<file path="src/rtl/sphere3_sched_pkg.sv">
// sphere3_sched_pkg: shared state encoding and datapath widths for the point-generator scheduler
package sphere3_sched_pkg;
  typedef enum logic [1:0] {IDLE, POP, RESEED, DONE} sched_state_e;
  localparam int COORD_W = 32;
  localparam int SEED_W = 32;
endpackage

</file>
<file path="src/rtl/sphere3_sched_rr_pick.sv">
// rr_pick: combinational round-robin picker, first set bit of req_i searching upward from ptr_i with wrap
//   req_i : request vector
//   ptr_i : highest-priority index
//   gnt_o : one-hot winner (zero when req_i is zero)
//   idx_o : winner index
module rr_pick #(
  parameter int N = 4,
  parameter int PW = 2
) (
  input  logic [N-1:0]  req_i,
  input  logic [PW-1:0] ptr_i,
  output logic [N-1:0]  gnt_o,
  output logic [PW-1:0] idx_o
);
  logic [PW:0] s;
  logic found;
  always_comb begin
    gnt_o = '0;
    idx_o = '0;
    found = 1'b0;
    s = '0;
    for (int i = 0; i < N; i++) begin
      s = {1'b0, ptr_i} + (PW+1)'(i);
      s = (s >= (PW+1)'(N)) ? s - (PW+1)'(N) : s;
      if (!found && req_i[s[PW-1:0]]) begin
        found = 1'b1;
        gnt_o[s[PW-1:0]] = 1'b1;
        idx_o = s[PW-1:0];
      end
    end
  end
endmodule

</file>
<file path="src/rtl/sphere3_sched.sv">
// sphere3_sched: round-robin sharing of one sphere3 point generator among NUM_REQ requesters
//   req_i/req_reseed_i/req_seed_i : per-requester request level, type (1 = reseed) and seed
//   gnt_o/done_o/err_o            : one-hot pulses for accept, success, pop timeout
//   pt_*_o                        : last captured point, valid while done_o pulses
//   busy_o                        : scheduler not idle
//   gen_*                         : generator controls out, valid and coordinates in
module sphere3_sched
  import sphere3_sched_pkg::*;
#(
  parameter int NUM_REQ = 4,
  parameter int TIMEOUT = 1024
) (
  input  logic                      clk,
  input  logic                      rst,
  input  logic [NUM_REQ-1:0]        req_i,
  input  logic [NUM_REQ-1:0]        req_reseed_i,
  input  logic [NUM_REQ*SEED_W-1:0] req_seed_i,
  output logic [NUM_REQ-1:0]        gnt_o,
  output logic [NUM_REQ-1:0]        done_o,
  output logic [NUM_REQ-1:0]        err_o,
  output logic [COORD_W-1:0]        pt_w_o,
  output logic [COORD_W-1:0]        pt_x_o,
  output logic [COORD_W-1:0]        pt_y_o,
  output logic [COORD_W-1:0]        pt_z_o,
  output logic                      busy_o,
  output logic                      gen_pop_enable_o,
  output logic                      gen_reseed_enable_o,
  output logic [SEED_W-1:0]         gen_seed_o,
  input  logic                      gen_valid_i,
  input  logic [COORD_W-1:0]        gen_w_i,
  input  logic [COORD_W-1:0]        gen_x_i,
  input  logic [COORD_W-1:0]        gen_y_i,
  input  logic [COORD_W-1:0]        gen_z_i
);
  localparam int PW = (NUM_REQ > 1) ? $clog2(NUM_REQ) : 1;
  localparam int TW = $clog2(TIMEOUT + 1);
  sched_state_e state_q, state_d;
  logic [PW-1:0] ptr_q, ptr_d, cur_q, cur_d, pick_idx;
  logic [NUM_REQ-1:0] pick_gnt, gnt_q, gnt_d, done_q, done_d, err_q, err_d;
  logic [COORD_W-1:0] w_q, w_d, x_q, x_d, y_q, y_d, z_q, z_d;
  logic [SEED_W-1:0] seed_q, seed_d, pick_seed;
  logic [TW-1:0] tmo_q, tmo_d;
  logic busy_q, pop_q, pop_d, rs_q, rs_d, gv_q, rise;
  // a level that was already high when POP began is a stale point, only a fresh rise counts
  assign rise = gen_valid_i & ~gv_q;
  rr_pick #(.N(NUM_REQ), .PW(PW)) u_pick (
    .req_i(req_i),
    .ptr_i(ptr_q),
    .gnt_o(pick_gnt),
    .idx_o(pick_idx)
  );
  always_comb begin
    pick_seed = '0;
    for (int i = 0; i < NUM_REQ; i++)
      pick_seed = (pick_idx == PW'(i)) ? req_seed_i[i*SEED_W +: SEED_W] : pick_seed;
  end
  always_comb begin
    state_d = state_q;
    ptr_d = ptr_q;
    cur_d = cur_q;
    gnt_d = '0;
    done_d = '0;
    err_d = '0;
    w_d = w_q;
    x_d = x_q;
    y_d = y_q;
    z_d = z_q;
    seed_d = seed_q;
    tmo_d = tmo_q;
    pop_d = 1'b0;
    rs_d = 1'b0;
    case (state_q)
      IDLE: if (|req_i) begin
        cur_d = pick_idx;
        gnt_d = pick_gnt;
        tmo_d = '0;
        rs_d = req_reseed_i[pick_idx];
        pop_d = ~req_reseed_i[pick_idx];
        state_d = rs_d ? RESEED : POP;
        seed_d = rs_d ? pick_seed : seed_q;
      end
      RESEED: begin
        state_d = DONE;
        done_d[cur_q] = 1'b1;
      end
      POP: if (rise) begin
        state_d = DONE;
        done_d[cur_q] = 1'b1;
        w_d = gen_w_i;
        x_d = gen_x_i;
        y_d = gen_y_i;
        z_d = gen_z_i;
      end else if (tmo_q == TW'(TIMEOUT - 1)) begin
        state_d = DONE;
        err_d[cur_q] = 1'b1;
      end else begin
        pop_d = 1'b1;
        tmo_d = tmo_q + 1'b1;
      end
      DONE: begin
        state_d = IDLE;
        ptr_d = (cur_q == PW'(NUM_REQ - 1)) ? '0 : cur_q + 1'b1;
      end
    endcase
  end
  always_ff @(posedge clk or posedge rst) begin
    if (rst) begin
      state_q <= IDLE;
      ptr_q <= '0;
      cur_q <= '0;
      gnt_q <= '0;
      done_q <= '0;
      err_q <= '0;
      w_q <= '0;
      x_q <= '0;
      y_q <= '0;
      z_q <= '0;
      seed_q <= '0;
      tmo_q <= '0;
      busy_q <= 1'b0;
      pop_q <= 1'b0;
      rs_q <= 1'b0;
      gv_q <= 1'b0;
    end else begin
      state_q <= state_d;
      ptr_q <= ptr_d;
      cur_q <= cur_d;
      gnt_q <= gnt_d;
      done_q <= done_d;
      err_q <= err_d;
      w_q <= w_d;
      x_q <= x_d;
      y_q <= y_d;
      z_q <= z_d;
      seed_q <= seed_d;
      tmo_q <= tmo_d;
      busy_q <= (state_d != IDLE);
      pop_q <= pop_d;
      rs_q <= rs_d;
      gv_q <= gen_valid_i;
    end
  end
  assign gnt_o = gnt_q;
  assign done_o = done_q;
  assign err_o = err_q;
  assign pt_w_o = w_q;
  assign pt_x_o = x_q;
  assign pt_y_o = y_q;
  assign pt_z_o = z_q;
  assign busy_o = busy_q;
  assign gen_pop_enable_o = pop_q;
  assign gen_reseed_enable_o = rs_q;
  assign gen_seed_o = seed_q;
endmodule

</file>
<file path="config.mk">
export PLATFORM = sky130hd
export DESIGN_NAME = sphere3_sched
export DESIGN_NICKNAME = d
export VERILOG_FILES = /design/src/rtl/sphere3_sched_pkg.sv /design/src/rtl/sphere3_sched_rr_pick.sv /design/src/rtl/sphere3_sched.sv
export SDC_FILE = /design/constraint.sdc
export NUM_CORES = 1
export LEC_CHECK = 0
export BUFFER_PORTS_ARGS = -buffer_cell sky130_fd_sc_hd__buf_2
export CORE_AREA = 2 2 172 174
export DETAILED_ROUTE_END_ITERATION = 10
export DIE_AREA = 0 0 174 176
export HOLD_SLACK_MARGIN = 0.03
export PLACE_DENSITY = 0.63
export SETUP_SLACK_MARGIN = 0.1
export SYNTH_ARGS = -nofsm -noshare
export SYNTH_HDL_FRONTEND = slang
export SYNTH_HIERARCHICAL = 1
export SYNTH_SLANG_ARGS = --single-unit
export TNS_END_PERCENT = 10
</file>
<file path="constraint.sdc">
create_clock -name clk -period 6.9 [get_ports clk]
set_input_delay 1.38 -clock clk [delete_from_list [all_inputs] [get_ports clk]]
set_output_delay 1.38 -clock clk [all_outputs]
set_load 0.01 [all_outputs]
</file>
==> parameters.txt <==
Parameter                              Value

Global route
  Number of global-route vias before repair    ~6800
  Initial antenna violation count    1
  Maximum number of pins on one net before global-route repair    138
  All-Layer GR Usage    about 16%
  Residual overflow from global routing    0
  Wire length of the first global-routing pass    37.3 mm

Clocking
  Hold Buf Count CTS    0
  Clock Sink Count    193
  Register clock-pin slew on the reported worst setup and hold paths    80 ps
  Maximum clock insertion buffer count    2
  Total clock buffers created by CTS    17
  Root buffer cell    clkbuf_16
  Post-CTS setup buffers    0
  Resize count post-CTS    0
  CTS tree    done
  H-Tree Depth    4
  Latest clock arrival within the worst-skew pair    440 ps

Detailed routing
  Drt via density    about 4.6
  First-pass iteration count of the detailed router    4
  Routed length per instance    17.4 um
  Total length of routed wires    ~24 mm
  DRT iter0 DRCs    roughly 280
  Count of antenna-violating nets left after detailed routing    0
  Final routed DRC violation total    0
  Routed via count    6464

Synthesis
  Main combinational cell family by area after synthesis    multiplexers
  Mapped Area    slightly below 9000 um^2
  Mux cell area share after synthesis    31.1%
  Library cells used by synthesis    45
  Area share of fa/ha/maj cells after synthesis    roughly 2.0%
  Number of synthesized flops with an enable pin    0
  #FFs+latches synth    around 190
  Complex-gate fraction of the synthesized area    approximately 4%
  Synthesized netlist cell count    between 500 and 600
  Number of warning messages in the yosys log    6
  Post-Syn Nets    around 850
  Seq/Total Area, Yosys    a little under three fifths
  Xor and xnor area share after synthesis    0%
  Basic-gate share of the synthesized area counting and, or, nand and nor cells    between 4 and 5%
  Top_reg_cell synth    dfrtp_1
  Share of synthesized flip-flops with an asynchronous set or reset    between 90% and 100%
  Post-Synthesis Mean Instance Area    15.2 um^2

Worst setup path
  Worst-path maximum fanout    35
  Arrival time reported for the critical path endpoint    approximately 5000 ps
  Critical Path Sink Type    flip-flop
  Worst Path Required    between 7000 and 8000 ps
  Setup Crit Path Kind    reg2reg
  Startpoint type of the worst setup path    flip-flop

Place
  Cell total after placement    1371
  Post-DP Area    approximately 11000 um^2
  Global placer's final weighted congestion    just over 0.8
  Buffers added on ports    approximately 440
  Detailed placer's ending HPWL    approximately 19 mm

Power and ir drop
  Leak Pwr    about 5.7 nW
  Power density relative to cell area    481 nW/um^2
  IR Drop Worst-Case VDD    between 0.3 and 0.4 mV

Timing
  Final setup violation count    0
  Final critical delay including setup and external delays    4710 ps
  Worst-margin pin slew    1020 ps
  Worst relative slew slack    a little under a third
  Final worst-path cycle share    ~68%
  Final-report max-slew violation count    0
  RSZ-0062 raised after global routing    false
  Total Negative Setup Slacks    0 ps
  Achievable Freq    between 200 and 250 MHz
  Fin. Hold Viols    0
  Worst clock skew    between 15 and 20 ps

Die
  Die area    just over 30000 um^2
  Die span in y    approximately 180 um
  Core Area    about 29000 um^2
  Number of primary I/O pins    442
  Num rows    62
  Effective utilization at floorplan    30.4%
  Die X-Extent    174 um

Min path
  Class of the most critical hold timing path    reg2reg

Outcome
  Outcome    completed

Finish
  Post-route insts no fill    1403
  Net total in the final layout    around 1300
  Layout Area Growth over Synthesis    36.9%
  Layout Utilization    about two fifths
  Antenna cell count    0
  Ratio of cells with drive above 1 in the final layout    between 60% and 70%
  Post-Layout Inst Area    11900 um^2

Flow run
  Number of max-cap violations    0
cells in the final DEF, fill, tap and decap left out, types with 3 or more instances in the layout:
| master | count |
|---|---|
| a21oi_1 | 9 |
| a22oi_1 | 9 |
| and2_1 | 6 |
| buf_2 | 441 |
| buf_4 | 4 |
| clkbuf_16 | 17 |
| dfrtp_1 | 193 |
| ha_1 | 14 |
| inv_1 | 15 |
| inv_6 | 4 |
| inv_8 | 3 |
| mux2_2 | 163 |
| mux4_2 | 36 |
| nand2_1 | 8 |
| nand3_1 | 3 |
| nor2_1 | 13 |
| nor3_1 | 7 |
| nor4_1 | 3 |
| o21ai_0 | 6 |
| o21ai_1 | 6 |
| o31ai_1 | 7 |
| or4_1 | 9 |
final timing paths:
| path | start | to | slack, ps | depth (start not counted) |
|---|---|---|---|---|
| max in group asynchronous | rst | pt_w_o[22] | 4420 | 3 |
| min reg2reg | gen_seed_o[8] | gen_seed_o[8] | 500 | 1 |
| min in group asynchronous | rst | gen_seed_o[11] | 1120 | 2 |
| min | gen_seed_o[8] | gen_seed_o[8] | 500 | 1 |
| max reg2reg | ptr_q[0] | gen_seed_o[9] | 2190 | 10 |
| max | ptr_q[0] | gen_seed_o[9] | 2190 | 10 |
cells by family (layout without fill, tap and decap cells):
logic type | count (synthesis) | count (layout)
multiplexers | 202 | 202
flip-flops | 193 | 193
AND/OR/NAND/NOR | 66 | 66
AO/OA/AOI/OAI | 50 | 50
buffers and inverters | 47 | 494
adder cells (fa/ha/maj) | 14 | 14
critical path: stages (launching register included):
cell and delay (ps):
dfrtp_1 770, inv_1 150, ha_1 500, mux4_2 490
nor2b_4 210, o21ai_1 110, o31ai_4 90, buf_4 540
mux4_2 630, nand2_2 620, mux2_2 410
synthesized netlist by cell type (3+ instances only):
master | count | area (um^2)
o21ai_1 | 6 | 30.0
a21oi_1 | 9 | 45.0
mux2_2 | 163 | 1840
a22oi_1 | 9 | 67.6
nand3_1 | 3 | 15.0
ha_1 | 14 | 175
inv_1 | 16 | 60.1
o31ai_1 | 8 | 60.1
or4_1 | 9 | 67.6
clkbuf_1 | 9 | 33.8
nor4_1 | 4 | 25.0
buf_2 | 15 | 75.1
mux4_2 | 36 | 811
o21ai_0 | 6 | 30.0
and2_1 | 6 | 37.5
dfrtp_1 | 193 | 4830
nand2_1 | 8 | 30.0
nor2_1 | 13 | 48.8
nor3_1 | 7 | 35.0
buf_6 | 6 | 67.6
per-stage QoR:
stage                     hold WS, ps  setup WS [ps]  power (mW)
after floorplan                   487            264        3.80
after global placement            483           2010        4.68
after detailed placement          488           1910        4.75
after CTS                         506           2150        5.81
after global routing              515           1870        6.11
final                             499           2190        5.71
where the power goes:
part           leakage (nW)  internal [mW]  switching (mW)
logic                  3.06           1.43            1.30
clock network         0.295          0.558           0.476
registers              2.35           1.66           0.284
total                  5.70           3.65            2.06
layer usage:
metal	wire length, um	global-route usage (%)
met1	9730	19.1
met2	12600	27.6
met3	1610	4.13
met4	471	4.97
met5	0	0
flip-flops by register name (all words and copies together) (netlist names), 2 cells and up:
signal / count
pt_w_o: 32
state_q: 2
err_o: 4
gnt_o: 4
done_o: 4
cur_q: 2
gen_seed_o: 32
tmo_q: 11
pt_z_o: 32
ptr_q: 2
pt_y_o: 32
pt_x_o: 32
area by class of cell:
class / instances / area (um^2)
inverters: 17 / 71.3
flip-flops and latches: 193 / 4830
well taps: 384 / 480
clock buffers: 18 / 439
clock inverters: 14 / 171
fillers: 2791 / 16700
repair buffers: 445 / 2240
multi-input cells: 332 / 3630
Note: power is estimated with default switching activity, not from simulation.
